[src/rtl/i2s_tx.sv]
// I2S stereo transmitter: a one-entry holding register feeds a 64-period frame started by
// sample_clk_en. Each 32-period slot carries a one-bit delay, then the sample MSB first, then zeros.
module i2s_tx #(
    parameter int BCLK_DIV     = 16,
    parameter int SAMPLE_WIDTH = 24
) (
    input  logic                    clk,
    input  logic                    rst,
    input  logic                    sample_clk_en,
    input  logic [SAMPLE_WIDTH-1:0] sample_l,
    input  logic [SAMPLE_WIDTH-1:0] sample_r,
    input  logic                    sample_valid,
    output logic                    sample_ready,
    output logic                    i2s_bclk,
    output logic                    i2s_lrclk,
    output logic                    i2s_sdata,
    output logic                    busy,
    output logic                    underrun,
    output logic                    overrun
);
    localparam int DIV_W = (BCLK_DIV > 1) ? $clog2(BCLK_DIV) : 1;
    localparam int PAD_W = 31 - SAMPLE_WIDTH;
    localparam logic [DIV_W-1:0] DIV_LAST = DIV_W'(BCLK_DIV - 1);

    typedef enum logic {IDLE, RUN} state_t;

    state_t                  state, state_next;
    logic [DIV_W-1:0]        div_cnt;
    logic [5:0]              bit_cnt;
    logic [5:0]              bit_cnt_inc;
    logic [63:0]             shift_q;
    logic                    bclk_q, lrclk_q, sdata_q, busy_q;
    logic                    underrun_q, overrun_q;
    logic                    hold_full;
    logic [SAMPLE_WIDTH-1:0] hold_l, hold_r, last_l, last_r;
    logic [SAMPLE_WIDTH-1:0] src_l, src_r;
    logic [31:0]             word_l, word_r;
    logic                    accept, div_end, bclk_fall, frame_done;
    logic                    start, over_next;

    assign accept      = sample_valid && !hold_full;
    assign div_end     = (state == RUN) && (div_cnt == DIV_LAST);
    assign bclk_fall   = div_end && bclk_q;
    assign frame_done  = bclk_fall && (bit_cnt == 6'd63);
    assign bit_cnt_inc = bit_cnt + 6'd1;

    // An empty holding register at frame start means the previous pair is sent again.
    assign src_l  = hold_full ? hold_l : last_l;
    assign src_r  = hold_full ? hold_r : last_r;
    assign word_l = {{(32-SAMPLE_WIDTH){1'b0}}, src_l} << PAD_W;
    assign word_r = {{(32-SAMPLE_WIDTH){1'b0}}, src_r} << PAD_W;

    always_ff @(posedge clk) begin
        if (rst) begin
            state <= IDLE;
        end else begin
            state <= state_next;
        end
    end

    // A tick landing in the last cycle of a frame chains straight into the next frame.
    always_comb begin
        state_next = state;
        start      = 1'b0;
        over_next  = 1'b0;
        case (state)
            IDLE: begin
                if (sample_clk_en) begin
                    start      = 1'b1;
                    state_next = RUN;
                end
            end
            RUN: begin
                if (frame_done) begin
                    if (sample_clk_en) begin
                        start = 1'b1;
                    end else begin
                        state_next = IDLE;
                    end
                end else if (sample_clk_en) begin
                    over_next = 1'b1;
                end
            end
            default: state_next = IDLE;
        endcase
    end

    always_ff @(posedge clk) begin
        if (rst) begin
            hold_full  <= 1'b0;
            hold_l     <= '0;
            hold_r     <= '0;
            last_l     <= '0;
            last_r     <= '0;
            shift_q    <= '0;
            div_cnt    <= '0;
            bit_cnt    <= '0;
            bclk_q     <= 1'b0;
            lrclk_q    <= 1'b1;
            sdata_q    <= 1'b0;
            busy_q     <= 1'b0;
            underrun_q <= 1'b0;
            overrun_q  <= 1'b0;
        end else begin
            underrun_q <= start && !hold_full;
            overrun_q  <= over_next;

            if (start && hold_full) begin
                hold_full <= 1'b0;
            end else if (accept) begin
                hold_full <= 1'b1;
                hold_l    <= sample_l;
                hold_r    <= sample_r;
            end

            // Shift register holds the frame already advanced past the period-0 bit.
            if (start) begin
                last_l  <= src_l;
                last_r  <= src_r;
                shift_q <= {word_l[30:0], word_r, 1'b0};
                div_cnt <= '0;
                bit_cnt <= '0;
                bclk_q  <= 1'b0;
                lrclk_q <= 1'b0;
                sdata_q <= word_l[31];
                busy_q  <= 1'b1;
            end else if (frame_done) begin
                div_cnt <= '0;
                bit_cnt <= '0;
                bclk_q  <= 1'b0;
                lrclk_q <= 1'b1;
                sdata_q <= 1'b0;
                busy_q  <= 1'b0;
            end else if (state == RUN) begin
                if (div_end) begin
                    div_cnt <= '0;
                    bclk_q  <= !bclk_q;
                    if (bclk_q) begin
                        bit_cnt <= bit_cnt_inc;
                        lrclk_q <= bit_cnt_inc[5];
                        sdata_q <= shift_q[63];
                        shift_q <= {shift_q[62:0], 1'b0};
                    end
                end else begin
                    div_cnt <= div_cnt + DIV_W'(1);
                end
            end
        end
    end

    assign sample_ready = !hold_full;
    assign i2s_bclk     = bclk_q;
    assign i2s_lrclk    = lrclk_q;
    assign i2s_sdata    = sdata_q;
    assign busy         = busy_q;
    assign underrun     = underrun_q;
    assign overrun      = overrun_q;
endmodule

[config.mk]
export PLATFORM = sky130hd
export DESIGN_NAME = i2s_tx
export DESIGN_NICKNAME = d
export VERILOG_FILES = /design/src/rtl/i2s_tx.sv
export SDC_FILE = /design/constraint.sdc
export NUM_CORES = 1
export LEC_CHECK = 0
export ABC_AREA = 0
export CORE_ASPECT_RATIO = 0.8
export CORE_MARGIN = 3
export CORE_UTILIZATION = 45
export DETAILED_ROUTE_END_ITERATION = 16
export PLACE_DENSITY = 0.7
export RECOVER_POWER = 25
export SYNTH_ARGS = -nofsm -noshare
export SYNTH_HDL_FRONTEND = slang
export SYNTH_SLANG_ARGS = --single-unit
[constraint.sdc]
create_clock -name clk -period 3.1 [get_ports clk]
set_clock_uncertainty 0.2 [all_clocks]
set_input_delay 0.62 -clock clk [delete_from_list [all_inputs] [get_ports clk]]
set_output_delay 0.62 -clock clk [all_outputs]
set_load 0.01 [all_outputs]
=== Word level (Yosys, flattened, before mapping) ===
Index checks and enable logic that the tools add are counted.
W data, S select, Z words.

* Register bits: 170
* Bits of input ports: 52
* Output and inout port bits: 7
* Logic and storage cells: 69

* $add $sub $neg: 2
* Eq/ne operators: 3
* Mux-type cells: 20
* Bitwise logic cells: 3
* Reduce and logical (&&, ||, !) cells: 25

{| class="wikitable"
|+ Operators with widths
! operator !! count
|-
| $mux W64 || 5
|-
| $mux W24 || 2
|-
| $mux W1 || 10
|-
| $reduce_bool A3 Y1 || 3
|-
| $reduce_and A4 Y1 || 2
|-
| $reduce_bool A2 Y1 || 4
|-
| $add A6 B1 Y6 const B || 1
|-
| $eq A6 B6 Y1 const B || 1
|-
| $logic_and A1 B1 Y1 || 6
|-
| $reduce_and A3 Y1 || 2
|-
| $reduce_or A3 Y1 || 2
|-
| $add A4 B1 Y4 const B || 1
|-
| $eq A4 B4 Y1 const B || 1
|-
| $mux W4 || 1
|-
| $pmux W1 S2 || 2
|-
| $reduce_and A2 Y1 || 2
|-
| $reduce_or A2 Y1 || 2
|-
| $not A1 Y1 || 3
|-
| $logic_not A1 Y1 || 2
|-
| $ne A2 B1 Y1 const B || 1
|}

=== Longest topological paths before layout ===
Gate-level depths: netlist of the first run.

* Word-level depth: 9
* Depth in mapped cells: 7
* Mapped depth without buffers: 5

=== Least setup slack after synthesis of the first run ===
OpenSTA, ideal clock, no wires.

* Path kind: input -> register
* Start: input port sample_clk_en
* End: register last_l[14]
* Library setup time: 0.072 ns
* Data arrival time: 1.847 ns
* Required time: 2.828 ns
* Slack: 0.982 ns
* Stages: 7
* Buffers on the path: 3
* Cells stage by stage: clkbuf_1 nand2_1 o41a_4 nor2_4 buf_6 buf_8 mux2i_1

* Word-level cells in the longest chain between the ends: 3

{| class="wikitable"
|+ RTL lines
! what !! line !! RTL
|-
| start, declared || 9 || <nowiki>input logic sample_clk_en,</nowiki>
|-
| $mux W1 (*) || 68, 75 ||
|-
| $mux W1 || 74 || <nowiki>if (frame_done) begin</nowiki>
|-
| $pmux W1 S2 (*) || 66 || <nowiki>case (state)</nowiki>
|-
| end signal, assigned || 118 || <nowiki>last_l <= src_l;</nowiki>
|-
| end, declared || 35 || <nowiki>logic [SAMPLE_WIDTH-1:0] hold_l, hold_r, last_l, last_r;</nowiki>
|}

Every way passes the cells marked *; elsewhere a longest branch is shown, timed or not.
A chain may end at the register's enable or synchronous reset.

=== Final worst setup path of the first run ===
* Start: register hold_full
* End: output port sample_ready

* Word-level cells in the longest chain between the ends: 1

{| class="wikitable"
|+ RTL lines
! what !! line !! RTL
|-
| start, declared || 34 || <nowiki>logic hold_full;</nowiki>
|-
| start signal, assigned || 90 || <nowiki>hold_full <= 1'b0;</nowiki>
|-
| start signal, assigned || 109 || <nowiki>hold_full <= 1'b0;</nowiki>
|-
| start signal, assigned || 111 || <nowiki>hold_full <= 1'b1;</nowiki>
|-
| $logic_not A1 Y1 || 151 || <nowiki>assign sample_ready = !hold_full;</nowiki>
|-
| end, declared || 13 || <nowiki>output logic sample_ready,</nowiki>
|}

No other way between the ends.

==> results.cfg, run 1 <==
[cells_and_area]
syn2layout_area_growth_pct = 17.9
fillCellCount = 1531
drive_above_1_share = 0.0653
diodes = 0
stdcell_count = 1118
nNetsFinal = 944
stdcell_area_um2 = 8700

[power_and_ir_drop]
total_power_mw = 4.91
ir_drop_v = 0.000397
switching_power_mw = 1.21
leakagePower_nw = 3.08
power_density_nw_per_um2 = 564
p_sw_frac = 0.247
p_int_mw = 3.70
p_seq_frac = 0.479
pwr-share-comb = 0.104
clkPwrFrac = 0.417

[place]
place_inst = 1086
numPortBuffers = 58
hpwl_mm = 10.0
routabilityCongestion = 0.772
dpl_cell_area_um2 = 8150
dp_slack_ns = 0.386

[synthesis]
synth_cell_type_count = 41
synth-edff-count = 0
syn_nets = 920
synth.top_cells.by_count = nand2_1 (253), dfxtp_1 (170), mux2i_1 (104), a21oi_1 (56), inv_1 (50)
synth_area_leaders = dfxtp_1 (46%), mux2i_1 (14%), nand2_1 (13%), a221oi_1 (5.6%), a211oi_1 (4.9%)
yosysMostFrequentCell = nand2_1
yosysTopAreaCellShare = 0.461
ys_warn_count = 0
syn_area_um2 = 7390
yosys_register_bits = 170
synth_ff_type = dfxtp_1
async_reset_ff_frac = 0
netlist_instances = 866
synth-seq-area-share = 0.461
avgSynthCellArea_um2 = 8.53
synth_area_leader_cell = dfxtp_1

[cts]
numCtsBuffers = 17
cts_buffer_depth = 2
cts_root_buf = clkbuf_16
clkTransAtPathRegs_ns = 0.06
cts_tree = built
cts_sinks = 170
clk_latency_ns = 0.42
cts-htree-levels = 4
cts_setup_buffers = 0
cts.repair.resized = 0
holdBufCountCts = 0

[detailed_routing]
drc = 0
vias = 5840
drt_first_pass_iters = 5
postRouteAntennaNets = 0
vias_per_cell = 5.22
first_iter_violations = 412
routed_wl_mm = 15.9
wl_per_cell_um = 14.2

[global_route]
track_usage = 0.185
grt_pass1_vias = 5624
grt_overflow = 0
grt_first_pass_wirelength_mm = 27.3
grt_max_degree = 77
antenna_found_initial = 0

[setup_path]
crit_fanout = 15
start_kind = register
reg2reg_slack_ns = 0.50
critical_path.top_delay_family = buffers and inverters
slowest_stage = dfxtp_2
end_kind = primary output
required_ns = 2.28
r2r-end = last_r[3]$_SDFFE_PP0P_
critPathBufInv = 2
worstSetupPathType = reg -> out
cpPeakStageDelay_ns = 0.61
r2r-start = div_cnt[0]$_SDFFE_PP0P_
r2r.worst_path.cells = 6
crit_arrival_ns = 1.79
path_cells = inv_1 -> clkdlybuf4s50_1

[floorplan]
die_w_um = 149
pin_count = 59
rows = 41
initial_core_util = 0.464
dieHeight_um = 121
dieArea_um2 = 18000
coreArea_um2 = 15900

[timing]
tns_ns = 0
worst_slack_ns = 0.489
setup_viol = 0
rsz0062_at_grt = no
min_period_over_period = 0.842
tightest_slew_ns = 1.03
relSlewSlack = 0.309
fmax_mhz = 383
drv_slew = 0
hold_viol = 0
period_minus_slack_ns = 2.61

[status]
status = finished clean

[hold_path]
hold_start = last_l[6]$_SDFFE_PP0P_
min_delay_path_depth = 2
min_to = last_l[6]$_SDFFE_PP0P_
min_path_type = reg -> reg

[run]
drv_cap = 0
kinds of logic after synthesis:
kind of cell / count (synthesis) / synth area share
mux: 105 / 0.142
xor+xnor: 6 / 0.00711
buf+inv: 124 / 0.0705
fa+ha+maj: 2 / 0.00339
flops: 170 / 0.461
simple gates: 296 / 0.160
compound gates: 163 / 0.156
per-layer routing:
layer / share of wire / global-route usage
met5: 0 / 0
met4: 0.014 / 0.0429
met3: 0.043 / 0.0491
met2: 0.44 / 0.290
met1: 0.50 / 0.256
metrics by stage:
stage / hold slack [ns] / util
floorplan: 0.234 / -
finish: 0.255 / 0.547
CTS: 0.256 / 0.548
global placement: 0.240 / 0.513
global route: 0.271 / 0.547
detailed placement: 0.245 / 0.513
state kept, by name (all words and copies together) (netlist names):
| register | count |
|---|---|
| last_r | 24 |
| i2s_sdata | 1 |
| busy | 1 |
| hold_l | 24 |
| hold_r | 24 |
| i2s_bclk | 1 |
| state | 1 |
| overrun | 1 |
| underrun | 1 |
| shift_q | 56 |
| div_cnt | 4 |
| hold_full | 1 |
| bit_cnt | 6 |
| i2s_lrclk | 1 |
| last_l | 24 |
power by group through the flow:
stage	logic, mW	registers [mW]	clock network (mW)
3_3_place_gp	0.509	2.40	0
6_report	0.509	2.36	2.05
2_1_floorplan	0.356	2.38	0
4_1_cts	0.518	2.36	2.08
3_5_place_dp	0.514	2.40	0
5_1_grt	0.568	2.37	2.18
cell type report:
cell class	instances	area (µm²)	share of cell area
Multi-Input combinational cell	572	3470	0.399
Sequential cell	170	3400	0.391
Timing Repair Buffer	78	803	0.0923
Clock buffer	21	440	0.0506
Tap cell	215	269	0.0309
Inverter	51	191	0.0220
Clock inverter	11	124	0.0142
how the worst max path moves through the flow:
| stage | start | endpoint | slack [ns] | cells past startpoint |
|---|---|---|---|---|
| after floorplan | sample_clk_en | last_l[14]$_SDFFE_PP0P_ | 0.98 | 7 |
| after global placement | sample_clk_en | last_r[20]$_SDFFE_PP0P_ | 0.42 | 6 |
| after detailed placement | sample_clk_en | last_r[19]$_SDFFE_PP0P_ | 0.39 | 6 |
| after CTS | hold_full$_SDFFE_PP0P_ | sample_ready | 0.45 | 2 |
| after global routing | div_cnt[0]$_SDFFE_PP0P_ | last_r[13]$_SDFFE_PP0P_ | 0.38 | 6 |
| final | hold_full$_SDFFE_PP0P_ | sample_ready | 0.49 | 2 |
cells in the final DEF, fill, tap and decap left out, types with 17 or more instances in the layout:
cell type and n:
nand2_1 253, clkbuf_16 17, a21oi_1 56, dfxtp_1 169
inv_1 50, mux2i_1 104, clkdlybuf4s50_1 57, a221oi_1 47
nor2_1 17, a211oi_1 47
worst reg2reg max path, stage by stage, from the launching register on:
cell,delay [ns]
dfxtp_1,0.38
ha_1,0.25
nand4_1,0.30
o41a_4,0.57
nor2_4,0.36
buf_12,0.24
mux2i_1,0.22
Note: power is estimated with default switching activity, not from simulation.
==> run 2, diff against run 1 <==
clock period = 2.5 ns   (was 3.1 ns; I/O delays follow)
==> run 2 against run 1 <==
Effect of this change:
- setup slack worse by 0.34 ns
- sequential power increased by 23%
- wire length is 1.1% higher
- core utilization up 0.80 points
- largest power group unchanged
- critical path depth rose by 4
- total power rose by 29%
- clock power is 36% higher
- die area stayed put
==> results.cfg, run 2 (synthesis results as in run 1) <==
[cells_and_area]
nNetsFinal = 951
final_util = 0.555
diodes = 0
ff_latch_area_um2 = 3400
drive_above_1_share = 0.0748
stdcell_count = 1124
top_register = shift_q
largest_register_ffs = 56
final_common_cell = nand2_1
multiInputGateArea_um2 = 3480
layout_common_cells = nand2_1 (253), dfxtp_1 (169), mux2i_1 (104)
fillCellCount = 1444
syn2layout_area_growth_pct = 19.6

[global_route]
grt_first_pass_wirelength_mm = 27.7
grt_max_degree = 77
track_usage = 0.188
grt_overflow = 0
grt_pass1_vias = 5519
antenna_found_initial = 0

[timing]
tightest_slew_ns = 0.935
hold_viol = 0
drv_slew = 0
setup_viol = 0
hold_ws_ns = 0.253
fmax_mhz = 426
min_period_over_period = 0.939
rsz0062_at_grt = no
relSlewSlack = 0.376
period_minus_slack_ns = 2.35

[place]
hpwl_mm = 10.1
routabilityCongestion = 0.766
numPortBuffers = 58
place_inst = 1093

[setup_path]
crit_fanout = 17
reg2reg_slack_ns = 0.15
path_cells = ha_1 -> nand4_2 -> o41a_4 -> nor2_4 -> buf_12 -> mux2i_1
slowest_stage = o41a_4
required_ns = 2.65
crit_arrival_ns = 2.49
start_kind = register
r2r-start = div_cnt[0]$_SDFFE_PP0P_
end_kind = register
worstSetupPathType = reg -> reg
cp-startpoint = div_cnt[0]$_SDFFE_PP0P_
cpPeakStageDelay_ns = 0.51

[run]
drv_cap = 0

[hold_path]
hold_start = last_l[12]$_SDFFE_PP0P_
min_path_type = reg -> reg

[power_and_ir_drop]
ir_drop_v = 0.000496
total_power_mw = 6.34
power_density_nw_per_um2 = 718
leakagePower_nw = 3.17

[detailed_routing]
postRouteAntennaNets = 0
wl_per_cell_um = 14.3
routed_wl_mm = 16.0
drc = 0
vias_per_cell = 5.25
drt_first_pass_iters = 4
first_iter_violations = 314
vias = 5896

[cts]
clkTransAtPathRegs_ns = 0.06
cts_root_buf = clkbuf_16
numCtsBuffers = 17
cts-htree-levels = 4
cts.repair.resized = 0
cts_tree = built
cts_setup_buffers = 0
holdBufCountCts = 0
cts_sinks = 170
clk_latency_ns = 0.42
cts_buffer_depth = 2

[floorplan]
dieArea_um2 = 18000
pin_count = 59
initial_core_util = 0.464
die_w_um = 149
coreArea_um2 = 15900
rows = 41
dieHeight_um = 121

[status]
status = finished clean
-- run 2: cell count changes in the layout (fill, tap and decap cells not counted), sizes merged --
cell	delta
buf	+5
bufinv	+2
clkbuf	+1
clkdlybuf4s50	-1
clkinv	+1
clkinvlp	-3
dlygate4sd3	+1
-- run 2: final timing paths --
| kind | cells past startpoint | endpoint |
|---|---|---|
| worst min-delay path | 2 | last_l[12]$_SDFFE_PP0P_ |
| worst min register to register | 2 | last_l[12]$_SDFFE_PP0P_ |
| worst max register to register | 6 | last_r[18]$_SDFFE_PP0P_ |
| worst max-delay path | 6 | last_r[18]$_SDFFE_PP0P_ |
-- run 2: power by group --
group | internal, mW | switching (mW) | leakage (nW)
Sequential | 2.83 | 0.0780 | 1.39
Combinational | 0.291 | 0.358 | 1.49
Clock | 1.72 | 1.06 | 0.298
Total | 4.84 | 1.50 | 3.17
-- run 2: layout make-up --
class / count / share of cell area
clock buffers: 20 / 0.0517
clock inverters: 11 / 0.0193
inverters: 51 / 0.0217
multi-input cells: 572 / 0.394
flip-flops and latches: 170 / 0.385
well taps: 215 / 0.0305
repair buffers: 85 / 0.0976
-- run 2: per-stage QoR --
stage	TNS, ns	instance area (µm²)	worst slack [ns]
floorplan	0	7390	0.402
global placement	0	8220	0.0530
detailed placement	-0.0336	8220	-0.0120
CTS	0	8850	0.135
global route	0	8830	0.0447
finish	0	8830	0.152
-- run 2: per-layer routing --
layer  vias to the layer above  share of wire  global-route usage
met4                         0          0.011              0.0532
met1                      2758           0.49               0.262
met3                        16          0.046              0.0431
met5                         -              0                   0
li1                       3014              -                   -
met2                       108           0.45               0.292
-- run 2: critical path, delay by kind of cell (launching register included) --
kind                       cells  cell delay [ns]
AOI/OAI and AO/OA              1             0.51
adders and majority gates      1             0.27
buffers and inverters          1             0.22
DFF                            1             0.38
muxes                          1             0.23
and+or+nand+nor                2             0.45
==> patch (flow settings as in run 2) <==
`BCLK_DIV`: 16 -> 32.
--- a/src/rtl/i2s_tx.sv
+++ b/src/rtl/i2s_tx.sv
@@ -2,5 +2,5 @@
 // sample_clk_en. Each 32-period slot carries a one-bit delay, then the sample MSB first, then zeros.
 module i2s_tx #(
-    parameter int BCLK_DIV     = 16,
+    parameter int BCLK_DIV     = 32,
     parameter int SAMPLE_WIDTH = 24
 ) (
Behaviour: no difference found for any inputs over 10 cycles, from zero or initial values and one cycle with rst high; that may be too few to reach the edited logic, so the function may still have changed.
==> patch against run 2 <==
Via count down 0.64%; routed wire length increased by 1.0%; area after synthesis is 1.4% higher; sequential cell count rose by 1; cell count shrank 2.5%; combinational power rose by 5.9%; setup slack got worse by 52 ps; synthesized cell count fell by 3.8%; cell area grew 2.5%; power grew 2.7%; critical endpoint is now shift_q[16].
==> patch: results (changes against run 2) <==
Outcome
  • Status: complete, no violations

STA
  • Tcrit/Tclk final: 96.0% (+2.1 points)
  • Hold_ws: 260 ps (+6.67 ps)
  • Slew HR: 61.9% (+24 points)

Detailed routing
  • Number of DRC markers in iteration 0: 404 (+29%)
  • DR WL met3: 561 µm (-25%)
  • Via count: 5858 (-0.64%)
  • Wl on met1: 8220 µm (+3.8%)
  • Top sig layer: met4
  • Routed WL: 16200 µm (+1.0%)
  • Met2 wire length: 7260 µm (+1.1%)

Power and ir drop
  • Clock share of power: 44.6% (+0.7 points)
  • PD cells: 719 nW/µm² (+0.21%)
  • Int Pwr: 4.96 mW (+2.3%)
  • Max IR drop VDD: 0.423 mV (-15%)
  • Seq group: 2.92 mW (about the same)
  • Leakage power: 3.17 nW (-0.18%)

Global routing
  • Gr usage total: 18.4% (-0.41 points)
  • Met2 Use GR: 28.2% (-1.0 points)
  • GR Layer Usage met1: 25.6% (-0.59 points)
  • Vias in the first global route: 5487 (-0.58%)
  • Global-route wire length before repair: 27000 µm (-2.5%)
  • Largest net degree at the start of global routing: 101 (+31%)
  • Met3 GRT Util: 4.78% (+0.47 points)

Worst setup path
  • Slowest stage cell, crit path: dfxtp_1
  • CP delay by family, top: compound AO/OA/AOI/OAI gates
  • Slowest stage delay, CP: 330 ps (-180 ps)
  • Worst setup SP type: flip-flop
  • R2r endpoint: shift_q[16]
  • Critical R2R Launch: div_cnt[0]
  • Flop2flop setup slack: 100 ps (-50 ps)
  • Critical path arrival: 2570 ps (+80 ps)
  • Worst-path maximum fanout: 37 (+20)
  • R2R depth: 8 (+2)

Place
  • Placed insts: 1064 (-2.7%)
  • IO Port Bufs: 58 (unchanged)
  • Area after DPL: 8360 µm² (+1.7%)
  • Post-detailed-placement half-perimeter wirelength: 9950 µm (-1.1%)
  • Final GP Congestion: 0.765 (-0.18%)
  • Worst slack at placement: 134 ps (+146 ps)

Finish
  • Final net count: 923 (-2.9%)
  • Final core utilization: 56.4% (+0.84 points)
  • Layout cell share with drive strength beyond 1: 14.0% (+6.5 points)
  • Fillers: 1427 (-1.2%)
  • Largest Register: shift_q
  • Max FFs per register: 56 (unchanged)
  • Fin cells: 1096 (-2.5%)

Logic synthesis
  • Post-synthesis net count: 888 (-3.5%)
  • Gate Count Post-Synth: 833 (-3.8%)
  • Synth unique cells: 38 (-7.3%)
  • Seq/Total Area, Yosys: 45.7% (-0.36 points)
  • Synth top cells by count: dfxtp_1 (171), nand2_1 (124), a21oi_1 (111), nand3_1 (51)
  • Top post-synthesis cells by area: dfxtp_1 (46%), a221oi_2 (9.2%), a21oi_1 (7.4%)

CTS
  • H-tree lvl count: 4 (unchanged)
  • Num CTS Buffers: 17 (unchanged)
  • Clock latency on the worst-skew pair: 430 ps
-- patch: how the worst min path moves through the flow --
stage,from,endpoint,cells after the start
after floorplan,shift_q[32],shift_q[33],2
after global placement,shift_q[36],shift_q[37],2
after detailed placement,shift_q[38],shift_q[39],2
after CTS,rst,hold_r[8],2
after global routing,rst,hold_r[9],2
final,shift_q[36],shift_q[36],2
-- patch: cells by family after synthesis --
group,count (synthesis),share of synthesized area (%)
AO/OA/AOI/OAI,267,26.3
XOR/XNOR,6,0.702
adder cells (fa/ha/maj),3,0.501
buffers and inverters,126,7.89
flip-flops,171,45.7
multiplexers,50,6.68
AND/OR/NAND/NOR,210,12.2
-- patch: what timing repair did --
action                     in CTS  in global routing
hold endpoints to repair        0                  0
setup endpoints to repair       0                  6
gates resized for setup         0                  4
-- patch: area by class of cell --
cell class / instances / area share (%)
multi-input combinational: 536 / 39.2
timing repair buffer: 92 / 10.6
clock buffer: 18 / 4.85
clock inverter: 14 / 2.39
tap: 215 / 2.97
inverter: 50 / 2.07
sequential: 171 / 37.9
